`src/rtl/ysyx_22040088_rf_pkg.sv`:
```
// Shared defaults and helpers for the multi-port register file.
package ysyx_22040088_rf_pkg;
  localparam int RF_XLEN = 64;
  localparam int RF_NREG = 32;

  function automatic int rf_aw(input int nreg);
    return (nreg < 2) ? 1 : $clog2(nreg);
  endfunction

  typedef logic [$clog2(RF_NREG)-1:0] rf_idx_t;
endpackage

```
`src/rtl/ysyx_22040088_rf_rdport.sv`:
```
// One read port: reg-0 zeroing, same-cycle write forwarding and busy masking.
module ysyx_22040088_rf_rdport #(
  parameter int XLEN   = 64,
  parameter int AW     = 5,
  parameter int NWR    = 1,
  parameter int BYPASS = 1
) (
  input  logic [AW-1:0]       raddr,
  input  logic [NWR-1:0]      wen,
  input  logic [NWR*AW-1:0]   waddr,
  input  logic [NWR*XLEN-1:0] wdata,
  input  logic [XLEN-1:0]     stored,
  input  logic                busy_bit,
  output logic [XLEN-1:0]     rdata,
  output logic                rbusy
);
  logic            hit;
  logic [XLEN-1:0] fwd;

  // Ascending scan so the highest-index matching writer is forwarded.
  always_comb begin
    hit = 1'b0;
    fwd = '0;
    for (int k = 0; k < NWR; k++) begin
      if (BYPASS != 0 && wen[k] && waddr[k*AW +: AW] == raddr) begin
        hit = 1'b1;
        fwd = wdata[k*XLEN +: XLEN];
      end
    end
  end

  always_comb begin
    rdata = '0;
    rbusy = 1'b0;
    if (raddr != '0) begin
      rdata = hit ? fwd : stored;
      rbusy = busy_bit & ~hit;
    end
  end
endmodule

```
`src/rtl/ysyx_22040088_regfile_mp.sv`:
```
// Multi-port GPR file with write-to-read bypass and a per-register busy scoreboard.
module ysyx_22040088_regfile_mp
  import ysyx_22040088_rf_pkg::*;
#(
  parameter int XLEN   = RF_XLEN,
  parameter int NREG   = RF_NREG,
  parameter int NRD    = 2,
  parameter int NWR    = 1,
  parameter int BYPASS = 1,
  localparam int AW    = rf_aw(NREG)
) (
  input  logic                clk,
  input  logic                rst_n,
  input  logic [NWR-1:0]      wen,
  input  logic [NWR*AW-1:0]   waddr,
  input  logic [NWR*XLEN-1:0] wdata,
  input  logic [NRD*AW-1:0]   raddr,
  output logic [NRD*XLEN-1:0] rdata,
  output logic [NRD-1:0]      rbusy,
  input  logic                alloc_en,
  input  logic [AW-1:0]       alloc_addr,
  output logic [NREG-1:0]     busy_vec
);
  logic [XLEN-1:0] rf [NREG];
  logic [NREG-1:0] busy;
  logic [NREG-1:0] busy_nxt;

  // Later ports overwrite earlier ones, so the highest index wins a conflict.
  always_ff @(posedge clk or negedge rst_n) begin
    if (!rst_n) begin
      for (int r = 0; r < NREG; r++) rf[r] <= '0;
    end else begin
      for (int k = 0; k < NWR; k++) begin
        if (wen[k] && waddr[k*AW +: AW] != '0)
          rf[waddr[k*AW +: AW]] <= wdata[k*XLEN +: XLEN];
      end
    end
  end

  // Alloc is applied after retire clears: a new producer supersedes the retiring one.
  always_comb begin
    busy_nxt = busy;
    for (int k = 0; k < NWR; k++) begin
      if (wen[k]) busy_nxt[waddr[k*AW +: AW]] = 1'b0;
    end
    if (alloc_en) busy_nxt[alloc_addr] = 1'b1;
    busy_nxt[0] = 1'b0;
  end

  always_ff @(posedge clk or negedge rst_n) begin
    if (!rst_n) busy <= '0;
    else        busy <= busy_nxt;
  end

  assign busy_vec = busy;

  for (genvar i = 0; i < NRD; i++) begin : g_rd
    logic [AW-1:0] ra;
    assign ra = raddr[i*AW +: AW];

    ysyx_22040088_rf_rdport #(
      .XLEN  (XLEN),
      .AW    (AW),
      .NWR   (NWR),
      .BYPASS(BYPASS)
    ) u_rdport (
      .raddr   (ra),
      .wen     (wen),
      .waddr   (waddr),
      .wdata   (wdata),
      .stored  (rf[ra]),
      .busy_bit(busy[ra]),
      .rdata   (rdata[i*XLEN +: XLEN]),
      .rbusy   (rbusy[i])
    );
  end
endmodule

```
`config.mk`:
```
export PLATFORM = sky130hd
export DESIGN_NAME = ysyx_22040088_regfile_mp
export DESIGN_NICKNAME = d
export VERILOG_FILES = /design/src/rtl/ysyx_22040088_rf_pkg.sv /design/src/rtl/ysyx_22040088_rf_rdport.sv /design/src/rtl/ysyx_22040088_regfile_mp.sv
export SDC_FILE = /design/constraint.sdc
export NUM_CORES = 2
export LEC_CHECK = 0
export ABC_AREA = 0
export CORE_UTILIZATION = 65
export CTS_BUF_LIST = sky130_fd_sc_hd__clkbuf_16
export DETAILED_ROUTE_END_ITERATION = 8
export PLACE_DENSITY = 0.83
export SYNTH_ARGS = -nofsm -noshare
export SYNTH_HDL_FRONTEND = slang
export SYNTH_SLANG_ARGS = --single-unit
```
`constraint.sdc`:
```
create_clock -name clk -period 5.2 [get_ports clk]
set_clock_uncertainty 0.2 [all_clocks]
set_input_delay 1.04 -clock clk [delete_from_list [all_inputs] [get_ports clk]]
set_output_delay 1.04 -clock clk [all_outputs]
set_load 0.02 [all_outputs]
```
* After elaboration in Yosys (flattened, before gate mapping) *
Cells that the tools add are included.
W data, S select, Z words.

word-level totals
  register bits = 2079
  output and inout port bits = 162

operators by class
  muxes and demuxes = 29
  equality and inequality tests = 2
  bitwise operators = 10
  order comparisons = 10
  reduce and logical (&&, ||, !) cells = 9

operators with widths
  kind                  count
  $bwmux W2048          1
  $mux W64              11
  $bmux W64 S5          2
  $demux W64 S5         1
  $mux W32              2
  $and A32 B32 Y32      1
  $not A32 Y32          1
  $or A32 B32 Y32       1
  $lt A5 B6 Y1 const B  4
  $ge A6 B6 Y1 const B  3
  $not A5 Y6            3
  $reduce_bool A5 Y1    3
  $bmux W1 S5           2
  $demux W1 S5          2
  $eq A5 B5 Y1          2
  $ge A5 B1 Y1 const B  2
  $mux W1               8
  $logic_and A1 B1 Y1   6
  $lt A6 B1 Y1 const B  1
  $and A1 B1 Y1         2
  $not A1 Y1            2

* Logic depth before layout (Yosys ltp) *
  word-level depth = 9
  gate-level depth with buffers = 10

* Hierarchy *
Synthesis repeated with hierarchy kept, for this count alone.

unflattened totals
  cells, all modules = 8324
  area total of the unflattened synthesis = 113650.2 µm²

modules (own cells, without submodules)
  module                    cells an instance  area an instance (µm²)  times used
  ysyx_22040088_regfile_mp  7844               110780.0                1
  ysyx_22040088_rf_rdport   240                1435.1                  2

* Least setup slack after synthesis *
Ideal clock, no wire load.

  path kind = input to output
  start point = in raddr[0]
  end point = out rdata[54]
  cell stages on the path = 7
  setup slack = 1233 ps
  buffers on the path = 3
  data arrival time = 2727 ps
  path through = buf_2 -> buf_2 -> buf_2 -> mux4_2 -> o22ai_1 -> nor2_1 -> a32o_1

on the way
  word-level cells in the longest chain between the ends = 6
  elaborated cells between the ends (all ways) = 11
  classes of those cells = 1 x eq/ne; 7 x mux; 1 x bitwise; 2 x reduce/logical

ends and longest elaborated chain
  item                                          line                            source
  start: declaration                            ysyx_22040088_regfile_mp.sv:17  input logic [NRD*AW-1:0] raddr,
  $not A5 Y6 (not written as such)              ysyx_22040088_regfile_mp.sv:71  .stored (rf[ra]),
  $bmux W64 S5                                  ysyx_22040088_regfile_mp.sv:71
  $mux W64 (not written as such) (2 in series)  ysyx_22040088_regfile_mp.sv:71
  $mux W64                                      ysyx_22040088_rf_rdport.sv:36   rdata = hit ? fwd : stored;
  $mux W64 *                                    ysyx_22040088_rf_rdport.sv:35   if (raddr != '0) begin
  end: declaration                              ysyx_22040088_regfile_mp.sv:18  output logic [NRD*XLEN-1:0] rdata,

Every way passes the cells marked *; elsewhere a longest branch is shown, timed or not. The select of a mux whose other input is x is not followed.

* Final worst setup path *
  start point = in raddr[8]
  end point = out rdata[121]

The elaborated chain is that of the path after synthesis.

==> out/metrics.sh <==
DRC=0
DIE_HEIGHT_UM=413
TOP_CELLS_BY_AREA_SYNTH='sky130_fd_sc_hd__dfrtp_1, sky130_fd_sc_hd__mux2_2, sky130_fd_sc_hd__mux4_2, sky130_fd_sc_hd__mux2i_1, sky130_fd_sc_hd__o22ai_1'
DR_TOTAL_VIAS=78847
HP-CLASS='in -> async'
CRITICAL_PATH_CELL_COUNT=9
SYNTHARSTFLOPSHARE=1.00
HOLD_BUF_CTS=0
WORST_IR_DROP_VDD_uV=363
FP.DIEAREA_UM2=171000
FILL_CELLS=9743
FIN_NETS=7595
POST_SYNTHESIS_NET_COUNT=7459
VIOLATIONS='hold timing, setup timing'
MAX_FREQ_MHz=187
TIMING.CRITICAL_PATH.MAX_DELAY_FAMILY='compound AO/OA/AOI/OAI gates'
CTS.PATH.MAX_BUFFERS=3
HOLD-WORST-SLACK_PS=-26.2
POST-ROUTE-UTIL=0.740
SYN_AVG_CELL_AREA_UM2=14.9
WORST_R2R_SRC='rf[749]'
NUMBER_OF_ENABLE_FLIP_FLOP_CELLS_AFTER_SYNTHESIS=0
PLACE.PORT_BUFFERS=248
CP_MAX_FO=18
HOLD_VIOL_FINAL=5
CTS_SINKS=2079
SYNTH_AREA_LEADER_CELL='sky130_fd_sc_hd__dfrtp_1'
PLACEMENT_ROWS=150
YOSYS-TOP-CELLS-COUNT='sky130_fd_sc_hd__dfrtp_1, sky130_fd_sc_hd__mux2_2, sky130_fd_sc_hd__mux4_2'
PLACE.GP.CONGESTION=0.989
CTS_MADE_BUFFERS=209
CRIT_CHAIN='buf_6 -> nor2b_2 -> nand2b_4 -> buf_4 -> buf_4 -> o22ai_1 -> a311oi_1 -> a22o_1 -> buf_4'
DRT-WIRELENGTH-PER-CELL_UM=38.9
FLOORPLAN.DIE.WIDTH_UM=413
TIMING_STARTPOINT_OF_THE_CRITICAL_PATH='raddr[8]'
PATH_CLASS='in -> out'
FINAL_PERIOD_MINUS_WORST_SETUP_SLACK_PS=5350
GRT_START_MAX_NET_PINS=145
CRITPATHLAUNCHTYPE='input pin'
FINAL.SETUP.WORST_SLACK_PS=-147
TIMING.CRITICAL_PATH.TO_TYPE='output port'
PERIOD_SHARE=1.03
CLK_TRANSITION_REPORTED_PATHS_PS=60
FIRST_GLOBAL_VIAS=79440
FINALSETUPVIOLCOUNT=28
ROUTED_WL_UM=385000
WORST-R2R-CELL-COUNT=1
WORST-ENDPOINT-ARRIVAL_PS=4110
PWR_DENSITY_CELL_nW_PER_UM2=381
SYNTH.TOP_CELL.AREA_SHARE=0.474
IOPINCOUNT=250
DR.PASS1.ITERS=9
CRITPATHMOSTFREQUENTCELL='sky130_fd_sc_hd__buf_4'
DP_HPWL_UM=242000
INITIAL_ANTENNA_VIOLATION_COUNT=27
NETLIST-CELL-TYPE-COUNT=69
WORST_EP_REQUIRED_TIME_PS=3960
FINALPOWER_mW=47.3
GRT_REMAINING_OVERFLOW=0
POST_ROUTE_CELLS_DRIVE_ABOVE_1_SHARE=0.503
GRTUSAGETOTAL=0.455
LEAST_MARGIN_PIN_SLEW_PS=1350
STATUS='finished, violations left'
CTSHTREEMAXLEVEL=4
GRT_PASS1_WL_UM=556000
YOSYSMOSTFREQUENTCELL='sky130_fd_sc_hd__dfrtp_1'
ANT_NETS=0
PLACEABLECOREAREA_UM2=167000
AREA_GROWTH_SYN_TO_LAYOUT_PCT=12.9
SYNTH.FF_LATCH_COUNT=2079
FIRST_ITER_VIOLATIONS=12338
AVGVIACOUNTPERCELL=7.96
CLOCKROOTBUFFER='sky130_fd_sc_hd__clkbuf_16'
CPPEAKSTAGEDELAY_PS=1060
TIMING.SLEW.HEADROOM=0.0925
CTS_TREE='built'
SYNTH_TOP_FLOP_CELL='sky130_fd_sc_hd__dfrtp_1'
SYNTH.CELL_AREA_UM2=110000
CRIT_BUF_INV=4
POWER_LEAKAGE_nW=54.0
SYNTH_SEQ_AREA_SHARE=0.474
CLK-INSERTION-DELAY-LATE_PS=870
FLOORPLAN.INITIALDENSITY=0.656
CRIT_PATH_TOP_DELAY_CELL='sky130_fd_sc_hd__a311oi_1'
REPORT.FINAL.SLEW_VIOL_COUNT=0
MAX-CAP-VIOLATIONS=0
YOSYS_WARNINGS=0
SYNTHCELLS=7371
-- area by class of cell --
cell class / count / area (um^2) / share of cell area
Antenna cell: 15 / 37.5 / 0.000303
Clock buffer: 214 / 5360 / 0.0432
Clock inverter: 175 / 1180 / 0.00956
Inverter: 3 / 16.3 / 0.000131
Multi-Input combinational cell: 4419 / 54100 / 0.436
Sequential cell: 2079 / 52000 / 0.420
Tap cell: 2204 / 2760 / 0.0222
Timing Repair Buffer: 795 / 8480 / 0.0684
-- registers in the layout (all words and copies together) (netlist names) --
register	flops
rf	2048
busy_vec	31
-- cell usage in the layout (no fill, tap or decap), types with 9 or more instances in the layout --
cell type	count
sky130_fd_sc_hd__o22ai_1	307
sky130_fd_sc_hd__a22o_1	65
sky130_fd_sc_hd__nand2_1	121
sky130_fd_sc_hd__nor2b_1	18
sky130_fd_sc_hd__diode_2	15
sky130_fd_sc_hd__mux4_2	932
sky130_fd_sc_hd__nor3b_1	10
sky130_fd_sc_hd__nand4_1	9
sky130_fd_sc_hd__nand3_1	57
sky130_fd_sc_hd__clkdlybuf4s50_1	168
sky130_fd_sc_hd__a32o_1	69
sky130_fd_sc_hd__nor2_1	149
sky130_fd_sc_hd__buf_4	455
sky130_fd_sc_hd__inv_1	59
sky130_fd_sc_hd__a211oi_1	14
sky130_fd_sc_hd__bufinv_16	14
sky130_fd_sc_hd__o21ai_0	84
sky130_fd_sc_hd__mux2_1	45
sky130_fd_sc_hd__o211ai_1	46
sky130_fd_sc_hd__a221oi_1	55
sky130_fd_sc_hd__clkinv_2	41
sky130_fd_sc_hd__nor2_4	18
sky130_fd_sc_hd__a22oi_1	63
sky130_fd_sc_hd__clkinv_1	50
sky130_fd_sc_hd__nand2_4	21
sky130_fd_sc_hd__clkbuf_16	214
sky130_fd_sc_hd__mux2i_1	218
sky130_fd_sc_hd__a311oi_1	39
sky130_fd_sc_hd__buf_12	161
sky130_fd_sc_hd__dfrtp_1	2079
sky130_fd_sc_hd__mux2_2	1954
sky130_fd_sc_hd__a21oi_1	12
-- path summary, 6_finish.rpt --
check	to	slack, ps
setup / recovery	rdata[121]	-150
hold / removal	rf[888]	-30
setup reg to reg	rf[749]	4150
hold reg to reg	rf[2006]	190
max in group asynchronous	rf[360]	3290
min in group clk	rf[2006]	190
-- layer usage --
layer / share of wire / GRT usage / vias up
li1: - / - / 29071
met1: 0.34 / 0.581 / 40951
met2: 0.42 / 0.630 / 6867
met3: 0.16 / 0.205 / 1928
met4: 0.079 / 0.292 / 30
met5: 0.0011 / 0.0144 / -
-- where the power goes --
group | internal, mW | switching [mW] | leakage [nW] | total, mW
combinational | 6.09 | 4.71 | 23.9 | 10.8
sequential | 19.3 | 2.44 | 26.6 | 21.7
clock | 8.11 | 6.64 | 3.44 | 14.8
-- repair_timing --
action                     in CTS  in global routing
buffers inserted                0                  2
pin swaps                       0                  2
hold endpoints to repair        0                  0
gates resized for setup         5                 12
setup endpoints to repair       3                 15
-- per-stage QoR --
stage	setup TNS, ps	hold WS, ps	instance area (um^2)	cells	setup slack (ps)
after detailed placement	-629	183	117000	9498	-309
after CTS	0	6.25	124000	9887	17.6
after global placement	-701	176	117000	9498	-305
final	-1080	-26.2	124000	9904	-147
after global routing	-239	50.1	124000	9890	-52.1
after floorplan	0	241	110000	7371	1230
-- cell families (layout without fill, tap and decap cells) --
family	Yosys count	after routing	synth area share
AND/OR/NAND/NOR	456	456	0.0191
multiplexers	3149	3149	0.416
other	1	16	0.0000341
AO/OA/AOI/OAI	803	803	0.0532
XOR/XNOR	10	10	0.000798
flip-flops	2079	2079	0.474
buffers and inverters	873	1187	0.0372
(Power assumes the default switching activity.)
